--- src/rtl/gray_ptr_rx.sv ---
// -----------------------------------------------------------------------------
// gray_ptr_rx
// Receiving end of a FIFO gray-pointer crossing. The peer side's gray pointer
// is synchronized with two flops, a third flop keeps the previous sample so
// each step can be checked for gray legality, and legal samples are decoded
// to binary. The decoded peer pointer is compared with the local binary
// pointer to give fill level, full/empty, almost-full/almost-empty and a
// sticky protocol-error flag.
//
// Ports
//   clk        in   1        rising-edge clock
//   rst_n      in   1        asynchronous active-low reset
//   peer_g     in   ptr_w+1  peer gray pointer (asynchronous to clk)
//   own_b      in   ptr_w+1  local binary pointer (synchronous to clk)
//   err_clr    in   1        clears gray_err (a new error in the same cycle wins)
//   peer_b     out  ptr_w+1  synchronized, decoded peer pointer (registered)
//   peer_vld   out  1        sync pipeline primed; flags and errors valid
//   level      out  ptr_w+1  occupancy (combinational from own_b and peer_b)
//   full       out  1        level == 2**ptr_w (write side only)
//   empty      out  1        own_b == peer_b (read side only)
//   alm_full   out  1        registered, level >= AF_LVL
//   alm_empty  out  1        registered, level <= AE_LVL
//   gray_err   out  1        sticky: illegal gray step or level out of range
// -----------------------------------------------------------------------------
module gray_ptr_rx #(
  parameter int ptr_w  = 3,
  parameter bit IS_WR  = 1'b1,
  parameter int AF_LVL = 6,
  parameter int AE_LVL = 2
) (
  input  logic             clk,
  input  logic             rst_n,
  input  logic [ptr_w:0]   peer_g,
  input  logic [ptr_w:0]   own_b,
  input  logic             err_clr,
  output logic [ptr_w:0]   peer_b,
  output logic             peer_vld,
  output logic [ptr_w:0]   level,
  output logic             full,
  output logic             empty,
  output logic             alm_full,
  output logic             alm_empty,
  output logic             gray_err
);

  localparam int PW = ptr_w + 1;
  localparam logic [PW-1:0] DEPTH  = {1'b1, {ptr_w{1'b0}}};
  localparam logic [PW-1:0] AF_V   = PW'(AF_LVL);
  localparam logic [PW-1:0] AE_V   = PW'(AE_LVL);
  localparam logic [PW-1:0] ONE_V  = {{(PW-1){1'b0}}, 1'b1};

  // Gray to binary: each binary bit is the XOR of all gray bits at or above it.
  function automatic logic [PW-1:0] gray2bin(input logic [PW-1:0] g);
    logic [PW-1:0] b;
    b[PW-1] = g[PW-1];
    for (int i = PW - 2; i >= 0; i--) begin
      b[i] = g[i] ^ b[i+1];
    end
    return b;
  endfunction

  // True when more than one bit is set (v & (v-1) clears the lowest set bit).
  function automatic logic multi_bit(input logic [PW-1:0] v);
    return ((v & (v - ONE_V)) != {PW{1'b0}});
  endfunction

  logic [PW-1:0] s1_q, s2_q, s3_q;
  logic [PW-1:0] peer_b_q, peer_b_d;
  logic [1:0]    prime_q, prime_d;
  logic          err_q, err_d;
  logic          af_q, af_d;
  logic          ae_q, ae_d;

  logic          vld_s;
  logic          step_bad_s;
  logic [PW-1:0] level_s;
  logic          full_s;
  logic          empty_s;

  // Next-state and combinational flag logic.
  always_comb begin
    vld_s      = (prime_q == 2'd3);
    step_bad_s = multi_bit(s2_q ^ s3_q);

    if (IS_WR) begin
      level_s = own_b - peer_b_q;
    end else begin
      level_s = peer_b_q - own_b;
    end

    // Write side: same slot, opposite wrap bit. Read side never reports full.
    if (IS_WR) begin
      full_s  = (own_b[ptr_w] != peer_b_q[ptr_w]) &&
                (own_b[ptr_w-1:0] == peer_b_q[ptr_w-1:0]);
      empty_s = 1'b0;
    end else begin
      full_s  = 1'b0;
      empty_s = (own_b == peer_b_q);
    end

    // An illegal sample may be a mid-transition capture; keep the last good value.
    if (step_bad_s) begin
      peer_b_d = peer_b_q;
    end else begin
      peer_b_d = gray2bin(s2_q);
    end

    if (prime_q != 2'd3) begin
      prime_d = prime_q + 2'd1;
    end else begin
      prime_d = prime_q;
    end

    // Set has priority over clear so a coincident error is never lost.
    if (vld_s && (step_bad_s || (level_s > DEPTH))) begin
      err_d = 1'b1;
    end else if (err_clr) begin
      err_d = 1'b0;
    end else begin
      err_d = err_q;
    end

    af_d = (level_s >= AF_V);
    ae_d = (level_s <= AE_V);
  end

  // Synchronizer, history, decoded pointer, prime counter and flag registers.
  always_ff @(posedge clk or negedge rst_n) begin
    if (!rst_n) begin
      s1_q     <= {PW{1'b0}};
      s2_q     <= {PW{1'b0}};
      s3_q     <= {PW{1'b0}};
      peer_b_q <= {PW{1'b0}};
      prime_q  <= 2'd0;
      err_q    <= 1'b0;
      af_q     <= 1'b0;
      ae_q     <= 1'b1;
    end else begin
      s1_q     <= peer_g;
      s2_q     <= s1_q;
      s3_q     <= s2_q;
      peer_b_q <= peer_b_d;
      prime_q  <= prime_d;
      err_q    <= err_d;
      af_q     <= af_d;
      ae_q     <= ae_d;
    end
  end

  assign peer_b    = peer_b_q;
  assign peer_vld  = vld_s;
  assign level     = level_s;
  assign full      = full_s;
  assign empty     = empty_s;
  assign alm_full  = af_q;
  assign alm_empty = ae_q;
  assign gray_err  = err_q;

endmodule

--- config.mk ---
export PLATFORM = sky130hd
export DESIGN_NAME = gray_ptr_rx
export DESIGN_NICKNAME = d
export VERILOG_FILES = /design/src/rtl/gray_ptr_rx.sv
export SDC_FILE = /design/constraint.sdc
export NUM_CORES = 1
export LEC_CHECK = 0
export ABC_AREA = 1
export CORE_AREA = 2 2 47 49
export DETAILED_ROUTE_END_ITERATION = 7
export DIE_AREA = 0 0 49 51
export DONT_BUFFER_PORTS = 1
export PLACE_DENSITY = 0.76
export SYNTH_ARGS = -nofsm -noshare
export SYNTH_HDL_FRONTEND = slang
export SYNTH_SLANG_ARGS = --single-unit
--- constraint.sdc ---
create_clock -name clk -period 1.91 [get_ports clk]
set_input_delay 0.573 -clock clk [delete_from_list [all_inputs] [get_ports clk]]
set_output_delay 0.573 -clock clk [all_outputs]
set_load 0.01 [all_outputs]
Word-level counts from Yosys, hierarchy flattened:

Index checks and enable logic that the tools add are counted.

* register bits: 21
* word-level logic and storage cells: 30
* input port bits: 11

* add/subtract/negate cells: 3
* reduce and logical (&&, ||, !) cells: 5
* $lt $le $gt $ge: 3
* mux-type cells: 2
* equality and inequality tests: 4
* bitwise logic cells: 5

Operators by type and width (count)
* AND 4 bit: 1
* >= comparator 4 x 3 -> 1 bit, second input constant: 1
* > comparator 4 bit, second input constant: 1
* less-or-equal comparator 4 x 2 -> 1 bit, second input constant: 1
* nonzero test 4 bit: 1
* subtractor 4 x 1 -> 4 bit, second input constant: 1
* subtractor 4 bit: 1
* bitwise XOR 4 bit: 1
* == test 3 bit: 1
* bitwise XOR 1 bit: 3
* adder 2 x 1 -> 2 bit, second input constant: 1
* == test 2 bit, second input constant: 1
* logical AND 1 bit: 2
* two-way mux 1 bit: 2
* != test 2 bit, second input constant: 1
* nonzero test 2 bit: 1
* logical OR 1 bit: 1
* != test 1 bit: 1

Depth between registers and ports, before layout:

Gate-level depths: netlist (run 1).

* depth after elaboration: 7
* depth in mapped cells: 10
* gate-level depth less buffers: 10

Worst setup path before layout (run 1):

OpenSTA, ideal clock, no wires.

* path type: input-to-output
* from: in own_b[0]
* to: out level[2]
* arrival time: 1.432 ns
* path slack: -0.095 ns
* required time: 1.337 ns
* cell stages on the path: 6
* path through: inv_1 -> ha_1 -> inv_1 -> fa_1 -> xnor2_1 -> inv_1

* cells in the longest elaborated chain, start to end: 1

RTL lines
* from (decl): line 34 `input logic [ptr_w:0] own_b,`
* subtractor 4 bit: line 86 `level_s = own_b - peer_b_q;`
* to (decl): line 38 `output logic [ptr_w:0] level,`

Every way passes these cells.

Final worst setup path (run 1):

* from: reg peer_b_q[0] (netlist: peer_b[0])
* to: out level[2]

* cells in the longest elaborated chain, start to end: 1

RTL lines
* from (decl): line 68 `logic [PW-1:0] peer_b_q, peer_b_d;`
* from (signal assigned): line 133 `peer_b_q <= {PW{1'b0}};`
* from (signal assigned): line 142 `peer_b_q <= peer_b_d;`
* subtractor 4 bit: line 86

Every way passes these cells.

==> impl_metrics.csv, run 1 <==
group,metric,value,unit
grt,top_usage_layer,"met2",
grt,grt_max_degree,21,
yosys,yosysWarnings,0,
sta,finalCritPeriodShare,1.07,
clocking,cts_buffers,3,
grt,first_global_vias,626,
clocking,root_buffer,"clkbuf_4",
grt,grt_use_total,0.138,
yosys,synth.most_common_cell,"nand2_1",
yosys,synth_xor_area_frac,0.0457,
worst_setup_path,crit_fanout,2,
yosys,synth-compound-area-share,0.0274,
yosys,ys_top_cells_by_area,"dfrtp_1 52%, nand2_1 13%, inv_1 6.3%, ha_1 5.2%, xnor2_1 3.7%",
sta,fin_tns_setup,-325,ps
sta,hold_violations,0,
yosys,synthMuxAreaShare,0.0117,
power,power.density,1090,nW/µm²
yosys,yosysSeqAreaShare,0.550,
cells_and_area,stdcell_area,1120,µm²
cells_and_area,layout.nets,129,
placed_design,dp.cells,134,
floorplan,die_area,2500,µm²
drt,vias_per_cell,4.66,
grt,antenna_found_initial,0,
drt,dr.pass1.iters,4,
clocking,clock-sinks,21,
worst_setup_path,required,1340,ps
worst_setup_path,cp-start-kind,"flip-flop",
sta,fin_crit,2040,ps
floorplan,initial_core_util,0.465,
grt,overflow,0,
cells_and_area,fillers,194,
yosys,synth_fp_nets,118,
grt,grt_use_met1,0.141,
yosys,yosysUniqueCellTypes,22,
sta,setup_viol,3,
sta,max-slew-margin-rel,0.392,
placed_design,routabilityCongestion,0.708,
sta,worstMarginPinSlew,909,ps
yosys,syn-instance-count,102,
floorplan,die_w,49,µm
floorplan,die_h,51,µm
yosys,ys_ff_latch,21,
cells_and_area,drive_gt1_frac,0.286,
drt,drc,0,
sta,report.final.slew_viol_count,0,
sta,rsz0062_at_grt,"true",
drt,drt_iter0_drc,13,
placed_design,place_area,1060,µm²
worst_setup_path,worstSetupEndpointType,"output pin",
clocking,cts_max_level,1,
drt,ant_nets,0,
power,peakVddDrop,0.572,mV
status,status,"finished, violations left",
drt,routedWlPerCell,11.2,µm
power,cellLeakagePower,0.000563,µW
sta,fin_hold_ws,111,ps
floorplan,num_io_pins,25,
floorplan,core_area,2060,µm²
worst_setup_path,arrival,1460,ps
yosys,synth_area,958,µm²
clocking,worstSkewPairLatency,300,ps
yosys,syn_area_per_cell,9.40,µm²
floorplan,rows,17,
yosys,yosysTopAreaCell,"dfrtp_1",
sta,fmax,0.491,GHz
job,cap_violations,0,
worst_setup_path,critical_path_class,"reg2out",
worst_hold_path,min_path_type,"in2async",
yosys,synth_common_cells,"32 x nand2_1, 20 x dfrtp_1, 16 x inv_1",
cells_and_area,antenna_cells,0,
sta,setup_ws,-127,ps
placed_design,port_buffers,0,
drt,routed_wl,1.57,mm
cells_and_area,syn_to_final_growth,16.7,%
yosys,yosysTopAreaCellShare,0.522,
clocking,clk_pin_slew,110,ps
yosys,synth-simple-area-share,0.209,
clocking,cts_tree,"yes",
yosys,synth_top_family_by_area,"simple AND/OR/NAND/NOR gates",
sta,skew,9.04,ps
grt,grtUsageMet2,0.267,
drt,via_count,652,
grt,grt_pass1_wl,2.55,mm
grt,grtUsageMet3,0.0263,
clocking,ctsLongestPathBuffers,2,
status,violations,"negative setup slack",
yosys,synth_edf_count,0,
cells_and_area,fin_cells,140,
yosys,async_flop_share,1.00,
yosys,synthAdderAreaFrac,0.0731,
yosys,synthFlopType,"dfrtp_1",
placed_design,dp_hpwl,1.21,mm
## sequential cells by signal, indices dropped and copies added, names as in the netlist
signal     count
prime_q        2
alm_full       1
s2_q           4
alm_empty      1
s3_q           4
s1_q           4
peer_b         4
gray_err       1
## path summary, 6_finish.rpt
check	slack (ps)	end	from	cells past startpoint
hold / removal	110	alm_empty	rst_n	0
hold reg to reg	360	s2_q[3]	s1_q[3]	0
setup / recovery	-130	level[2]	peer_b[0]	5
setup reg to reg	240	gray_err	peer_b[0]	9
max in group asynchronous	510	prime_q[1]	rst_n	1
min in group clk	290	s1_q[1]	peer_g[1]	0
## worst max-delay path, stage by stage (launching register included)
cell	delay, ps
dfrtp_1	400
ha_4	140
inv_2	40
fa_2	350
xnor2_2	160
inv_2	80
## report_power, final
part	internal, µW	switching [µW]
registers	511	50.9
logic	196	255
clock network	81.2	123
## cell type report
class,instances,area (µm²),share of cell area
inverter,18,71.3,0.0638
sequential,21,527,0.471
tap,28,35.0,0.0313
multi-input combinational,62,404,0.361
timing repair buffer,7,55.1,0.0492
clock buffer,4,26.3,0.0235
## layer usage
metal	vias up	routed length, µm
li1	324	-
met5	-	0
met1	297	602
met2	27	843
met4	0	15
met3	4	112
## cell usage in the layout, fill, tap and decap left out
| cell | instances |
|---|---|
| a21oi_4 | 1 |
| fa_2 | 1 |
| nand3_1 | 6 |
| xnor2_2 | 1 |
| ha_1 | 2 |
| mux2_2 | 1 |
| xnor2_1 | 3 |
| nand2_4 | 1 |
| inv_1 | 10 |
| nor2_2 | 2 |
| clkbuf_4 | 3 |
| nor2_1 | 1 |
| conb_1 | 1 |
| dfstp_2 | 1 |
| nand2_1 | 32 |
| dlygate4sd3_1 | 1 |
| inv_4 | 1 |
| o21ai_1 | 1 |
| inv_2 | 6 |
| a211oi_1 | 1 |
| o21ai_2 | 1 |
| xor2_1 | 1 |
| clkbuf_1 | 1 |
| buf_4 | 6 |
| ha_4 | 2 |
| nand2_2 | 4 |
| dfrtp_1 | 20 |
| clkinv_2 | 1 |
## logic make-up (layout without fill, tap and decap cells)
| group | after synthesis | count (layout) |
|---|---|---|
| and+or+nand+nor | 46 | 46 |
| other | 1 | 1 |
| AOI/OAI and AO/OA | 4 | 4 |
| xor gates and xnor gates | 5 | 5 |
| buffers and inverters | 19 | 29 |
| muxes | 1 | 1 |
| adders and majority gates | 5 | 5 |
| DFF | 21 | 21 |
## through the flow
stage | setup WS [ps] | util | total power (µW)
2_1_floorplan | -16.6 | - | 870
3_3_place_gp | -29.8 | 0.516 | 969
3_5_place_dp | -52.3 | 0.516 | 991
4_1_cts | -140 | 0.537 | 1220
5_1_grt | -215 | 0.542 | 1300
6_report | -127 | 0.542 | 1220
## repair_timing
action	in CTS	in global routing
setup endpoints to repair	3	4
pin swaps	1	1
cloned	0	0
hold buffers	1	0
gates resized for setup	2	3
endpoints found under the hold margin	20	0
buffers inserted	1	0
No activity file was read; power rests on OpenSTA's default activity.
==> run 2, diff against run 1 <==
--- a/config.mk
+++ b/config.mk
@@ -6,9 +6,9 @@
 export NUM_CORES = 1
 export LEC_CHECK = 0
 export ABC_AREA = 1
-export CORE_AREA = 2 2 47 49
+export CORE_AREA = 4 4 49 51
 export DETAILED_ROUTE_END_ITERATION = 7
-export DIE_AREA = 0 0 49 51
+export DIE_AREA = 0 0 53 55
 export DONT_BUFFER_PORTS = 1
 export PLACE_DENSITY = 0.76
 export SYNTH_ARGS = -nofsm -noshare
==> run 2 against run 1 <==
The flow still finishes with violations (negative setup slack). First-iteration DRC count down 46%. Wire length grew 11%. Register-to-register slack worse by 240 ps. Die area rose by 17%. Core utilization up 6.5 points. Flip-flop and latch count stayed put. Via count grew 4.9%. Critical path type unchanged.
==> impl_metrics.csv, run 2 (synthesis results as in run 1) <==
group,metric,value,unit
status,status,"finished, violations left",
status,violations,"negative setup slack",
sta,fmax,0.483,GHz
cells_and_area,syn_to_final_growth,23.1,%
power,cellLeakagePower,0.000590,µW
drt,routed_wl,1.75,mm
cells_and_area,layout.nets,134,
grt,grt_pass1_wl,2.66,mm
clocking,cts_buffers,3,
cells_and_area,antenna_cells,0,
floorplan,core_area,1940,µm²
power,peakVddDrop,0.671,mV
placed_design,routabilityCongestion,0.684,
drt,dr.pass1.iters,3,
cells_and_area,final_cell_mix,"29 x nand2_1, 19 x dfrtp_1, 11 x inv_1, 11 x buf_4, 7 x nand2_2",
clocking,cts_tree,"yes",
placed_design,dp.cells,132,
drt,ant_nets,0,
worst_setup_path,arrival,1500,ps
sta,rsz0062_at_grt,"true",
drt,via_count,684,
sta,setup_ws,-159,ps
worst_setup_path,cp-start-kind,"flip-flop",
power,p_switching,466,µW
grt,grt_use_total,0.128,
drt,vias_per_cell,4.75,
worst_setup_path,critical_path_class,"reg2out",
worst_setup_path,path_cells,"inv_1 -> ha_4 -> a21oi_2 -> nand3_1 -> nand2_2 -> inv_2",
worst_setup_path,critPathMaxStageDelay,410,ps
cells_and_area,fillers,156,
sta,fin_tns_setup,-375,ps
clocking,clock-sinks,21,
worst_setup_path,required,1340,ps
floorplan,initial_core_util,0.494,
cells_and_area,layout_commonest_cell,"nand2_1",
worst_hold_path,min_path_type,"in2async",
sta,max-slew-margin-rel,0.440,
clocking,worstSkewPairLatency,290,ps
floorplan,die_area,2920,µm²
grt,overflow,0,
clocking,ctsLongestPathBuffers,2,
sta,skew,4.48,ps
sta,setup_viol,4,
floorplan,die_w,53,µm
sta,fin_crit,2070,ps
clocking,root_buffer,"clkbuf_4",
worst_setup_path,cp_num_buf_inv,2,
worst_setup_path,worstSetupEndpointType,"output pin",
grt,grt_max_degree,21,
placed_design,place_area,1060,µm²
cells_and_area,stdcell_area,1180,µm²
sta,hold_violations,0,
cells_and_area,utilization,0.608,
cells_and_area,fin_cells,144,
power,pwr-share-clk,0.156,
sta,worstMarginPinSlew,837,ps
drt,routedWlPerCell,12.1,µm
power,switching_share,0.357,
clocking,clk_pin_slew,110,ps
grt,first_global_vias,655,
drt,drt_iter0_drc,7,
power,power_frac_comb,0.405,
drt,drc,0,
placed_design,detailedPlace.worstSlack,-48.6,ps
power,p_seq_frac,0.440,
power,p_int,838,µW
worst_setup_path,crit_fanout,4,
floorplan,die_h,55,µm
worst_setup_path,crit_family,"flip-flops",
floorplan,rows,16,
job,cap_violations,0,
placed_design,port_buffers,0,
worst_setup_path,cp_slowest_cell,"dfrtp_1",
placed_design,dp_hpwl,1.29,mm
sta,finalCritPeriodShare,1.08,
sta,report.final.slew_viol_count,0,
power,power.density,1100,nW/µm²
cells_and_area,drive_gt1_frac,0.368,
clocking,cts_max_level,1,
grt,antenna_found_initial,0,
floorplan,num_io_pins,25,
[run 2: final timing paths]
| path | startpoint | endpoint | slack, ps | cells past startpoint |
|---|---|---|---|---|
| worst max-delay path | peer_b[2] | level[3] | -160 | 6 |
| worst min-delay path | rst_n | alm_empty | 100 | 0 |
| worst max register to register | peer_b[2] | gray_err | 0 | 14 |
| worst min register to register | s1_q[3] | s2_q[3] | 360 | 0 |
| max in group asynchronous | rst_n | peer_b[1] | 530 | 1 |
| min in group clk | peer_g[1] | s1_q[1] | 300 | 0 |
[run 2: final cells by class]
cell class                      count  area [µm²]  share of cell area
Multi-Input combinational cell     62         422               0.357
Tap cell                           27        33.8              0.0286
Clock inverter                      1        5.00             0.00424
Clock buffer                        3        22.5              0.0191
Inverter                           18        76.3              0.0647
Timing Repair Buffer               12        92.6              0.0785
Sequential cell                    21         528               0.448
[run 2: power groups by stage]
stage / Clock (µW) / Sequential (µW) / Combinational (µW)
after global placement: 0 / 575 / 388
final: 203 / 573 / 527
after global routing: 233 / 581 / 579
after floorplan: 0 / 576 / 294
after detailed placement: 0 / 579 / 409
after CTS: 212 / 571 / 490
[run 2: stage by stage]
| step | power [µW] | hold slack (ps) |
|---|---|---|
| 2_1_floorplan | 870 | 277 |
| 3_3_place_gp | 964 | 278 |
| 3_5_place_dp | 988 | 278 |
| 4_1_cts | 1270 | 99.1 |
| 5_1_grt | 1390 | 78.7 |
| 6_report | 1300 | 102 |
[run 2: routing by layer]
layer  track usage  vias to the layer above  wire length, µm
li1              -                      339                -
met1         0.119                      321              636
met2         0.248                       22              897
met3        0.0590                        2              202
met4        0.0383                        0               10
met5             0                        -                0
[run 2: what timing repair did]
action	CTS	global route
hold buffers	1	0
pin swaps	6	0
gates resized for setup	5	6
setup endpoints to repair	4	5
hold endpoints to repair	20	0
setup buffers	5	2
==> run 3, diff against run 2 <==
--- a/config.mk
+++ b/config.mk
@@ -10,6 +10,7 @@
 export DETAILED_ROUTE_END_ITERATION = 7
 export DIE_AREA = 0 0 53 55
 export DONT_BUFFER_PORTS = 1
+export MAX_ROUTING_LAYER = met4
 export PLACE_DENSITY = 0.76
 export SYNTH_ARGS = -nofsm -noshare
 export SYNTH_HDL_FRONTEND = slang
==> run 3 against run 2 <==
Clock skew barely moved. Via count fell by 0.15%. Critical path type unchanged. Clock-buffer cell count did not move. Flip-flop and latch count did not move. Fmax barely moved. Wire length barely moved. The flow still finishes with violations (negative setup slack). Non-clock buffer count did not move. Setup slack barely moved.
==> impl_metrics.csv, run 3 (synthesis results as in run 1) <==
group,metric,value,unit
drt,drt_iter0_drc,7,
grt,grt_pass1_wl,2.66,mm
clocking,clk_pin_slew,110,ps
job,cap_violations,0,
floorplan,core_area,1940,µm²
drt,wl_met1,633,µm
worst_setup_path,cp-start-kind,"flip-flop",
floorplan,num_io_pins,25,
grt,antenna_found_initial,0,
drt,ant_nets,0,
worst_hold_path,min_path_type,"in2async",
floorplan,rows,16,
sta,fin_hold_ws,102,ps
clocking,ctsLongestPathBuffers,2,
clocking,root_buffer,"clkbuf_4",
floorplan,die_w,53,µm
drt,routed_wl,1.75,mm
grt,grt_max_degree,21,
drt,vias_per_cell,4.74,
sta,fin_crit,2070,ps
clocking,worstSkewPairLatency,290,ps
sta,finalCritPeriodShare,1.08,
cells_and_area,layout_commonest_cell,"nand2_1",
grt,overflow,0,
sta,setup_ws,-159,ps
drt,via_count,683,
sta,report.final.slew_viol_count,0,
cells_and_area,layout.nets,134,
worst_setup_path,crit_fanout,4,
power,peakVddDrop,0.670,mV
sta,hold_violations,0,
status,violations,"negative setup slack",
sta,skew,4.73,ps
grt,grt_use_total,0.132,
cells_and_area,final_cell_mix,"29 x nand2_1, 19 x dfrtp_1, 11 x inv_1, 11 x buf_4, 7 x nand2_2",
worst_setup_path,r2r_slack,0,ps
worst_setup_path,arrival,1500,ps
placed_design,port_buffers,0,
clocking,cts_tree,"yes",
clocking,cts_buffers,3,
placed_design,routabilityCongestion,0.691,
placed_design,dp_hpwl,1.29,mm
drt,dr.pass1.iters,3,
worst_setup_path,crit_start,"peer_b[2]",
grt,first_global_vias,654,
worst_setup_path,worst_r2r_endpoint,"gray_err",
placed_design,dp.cells,132,
sta,rsz0062_at_grt,"true",
cells_and_area,fillers,156,
worst_setup_path,worstSetupEndpointType,"output pin",
sta,setup_viol,4,
worst_setup_path,critical_path_class,"reg2out",
floorplan,initial_core_util,0.494,
worst_setup_path,crit_end,"level[3]",
drt,wl_met2,895,µm
status,status,"finished, violations left",
cells_and_area,syn_to_final_growth,23.1,%
sta,max-slew-margin-rel,0.441,
sta,fmax,0.483,GHz
worst_setup_path,r2r_start,"peer_b[2]",
drt,top_layer,"met4",
drt,drc,0,
worst_setup_path,reg2reg_depth,14,
worst_setup_path,required,1340,ps
cells_and_area,drive_gt1_frac,0.368,
cells_and_area,fin_cells,144,
sta,worstMarginPinSlew,836,ps
floorplan,die_h,55,µm
drt,route.met3.wl,208,µm
power,power.density,1100,nW/µm²
clocking,clock-sinks,21,
floorplan,die_area,2920,µm²
drt,routedWlPerCell,12.1,µm
clocking,cts_max_level,1,
cells_and_area,antenna_cells,0,
power,cellLeakagePower,0.000590,µW
==> run 3: cell counts in the layout (fill, tap and decap cells not counted) <==
Identical to the previous run, type by type.
==> run 3: critical path, stage by stage, from the launching register on <==
cell	delay, ps
dfrtp_1	410
inv_1	90
ha_4	220
a21oi_2	160
nand3_1	150
nand2_2	120
inv_2	60
==> run 3: what timing repair did <==
| action | CTS | global route |
|---|---|---|
| hold buffers | 1 | 0 |
| setup endpoints to repair | 4 | 5 |
| buffers inserted | 5 | 2 |
| endpoints found under the hold margin | 20 | 0 |
| resized for setup | 5 | 6 |
| pin swaps | 6 | 0 |
==> run 3: how the worst min path moves through the flow <==
stage,startpoint,to,slack [ps],cells after the start
2_1_floorplan,rst_n,alm_full,280,0
3_3_place_gp,rst_n,s1_q[3],280,0
3_5_place_dp,rst_n,s1_q[3],280,0
4_1_cts,rst_n,alm_empty,100,0
5_1_grt,rst_n,alm_empty,80,0
6_report,rst_n,alm_empty,100,0
==> run 3: layer usage <==
| layer | vias up | track usage |
|---|---|---|
| li1 | 338 | - |
| met1 | 319 | 0.119 |
| met2 | 24 | 0.248 |
| met3 | 2 | 0.0590 |
| met4 | 0 | 0.0383 |
| met5 | - | - |
==> run 3: area by class of cell <==
type,instances,area (µm²),area share
flip-flops and latches,21,528,0.448
multi-input cells,62,422,0.357
repair buffers,12,92.6,0.0785
inverters,18,76.3,0.0647
well taps,27,33.8,0.0286
clock buffers,3,22.5,0.0191
clock inverters,1,5.00,0.00424
==> run 3: report_power, final <==
group / switching [µW] / internal, µW / total (µW)
clock: 125 / 77.8 / 203
sequential: 60.8 / 512 / 573
combinational: 280 / 247 / 527
total: 465 / 838 / 1300
==> run 3: metrics by stage <==
step	power [µW]	util	worst slack [ps]	area (µm²)	setup TNS, ps
floorplan	870	-	-16.6	1000	-16.6
global placement	964	0.544	-31.0	1060	-31.0
detailed placement	988	0.544	-48.6	1060	-52.7
CTS	1270	0.593	-144	1150	-465
global route	1390	0.608	-231	1180	-771
finish	1300	0.608	-159	1180	-375
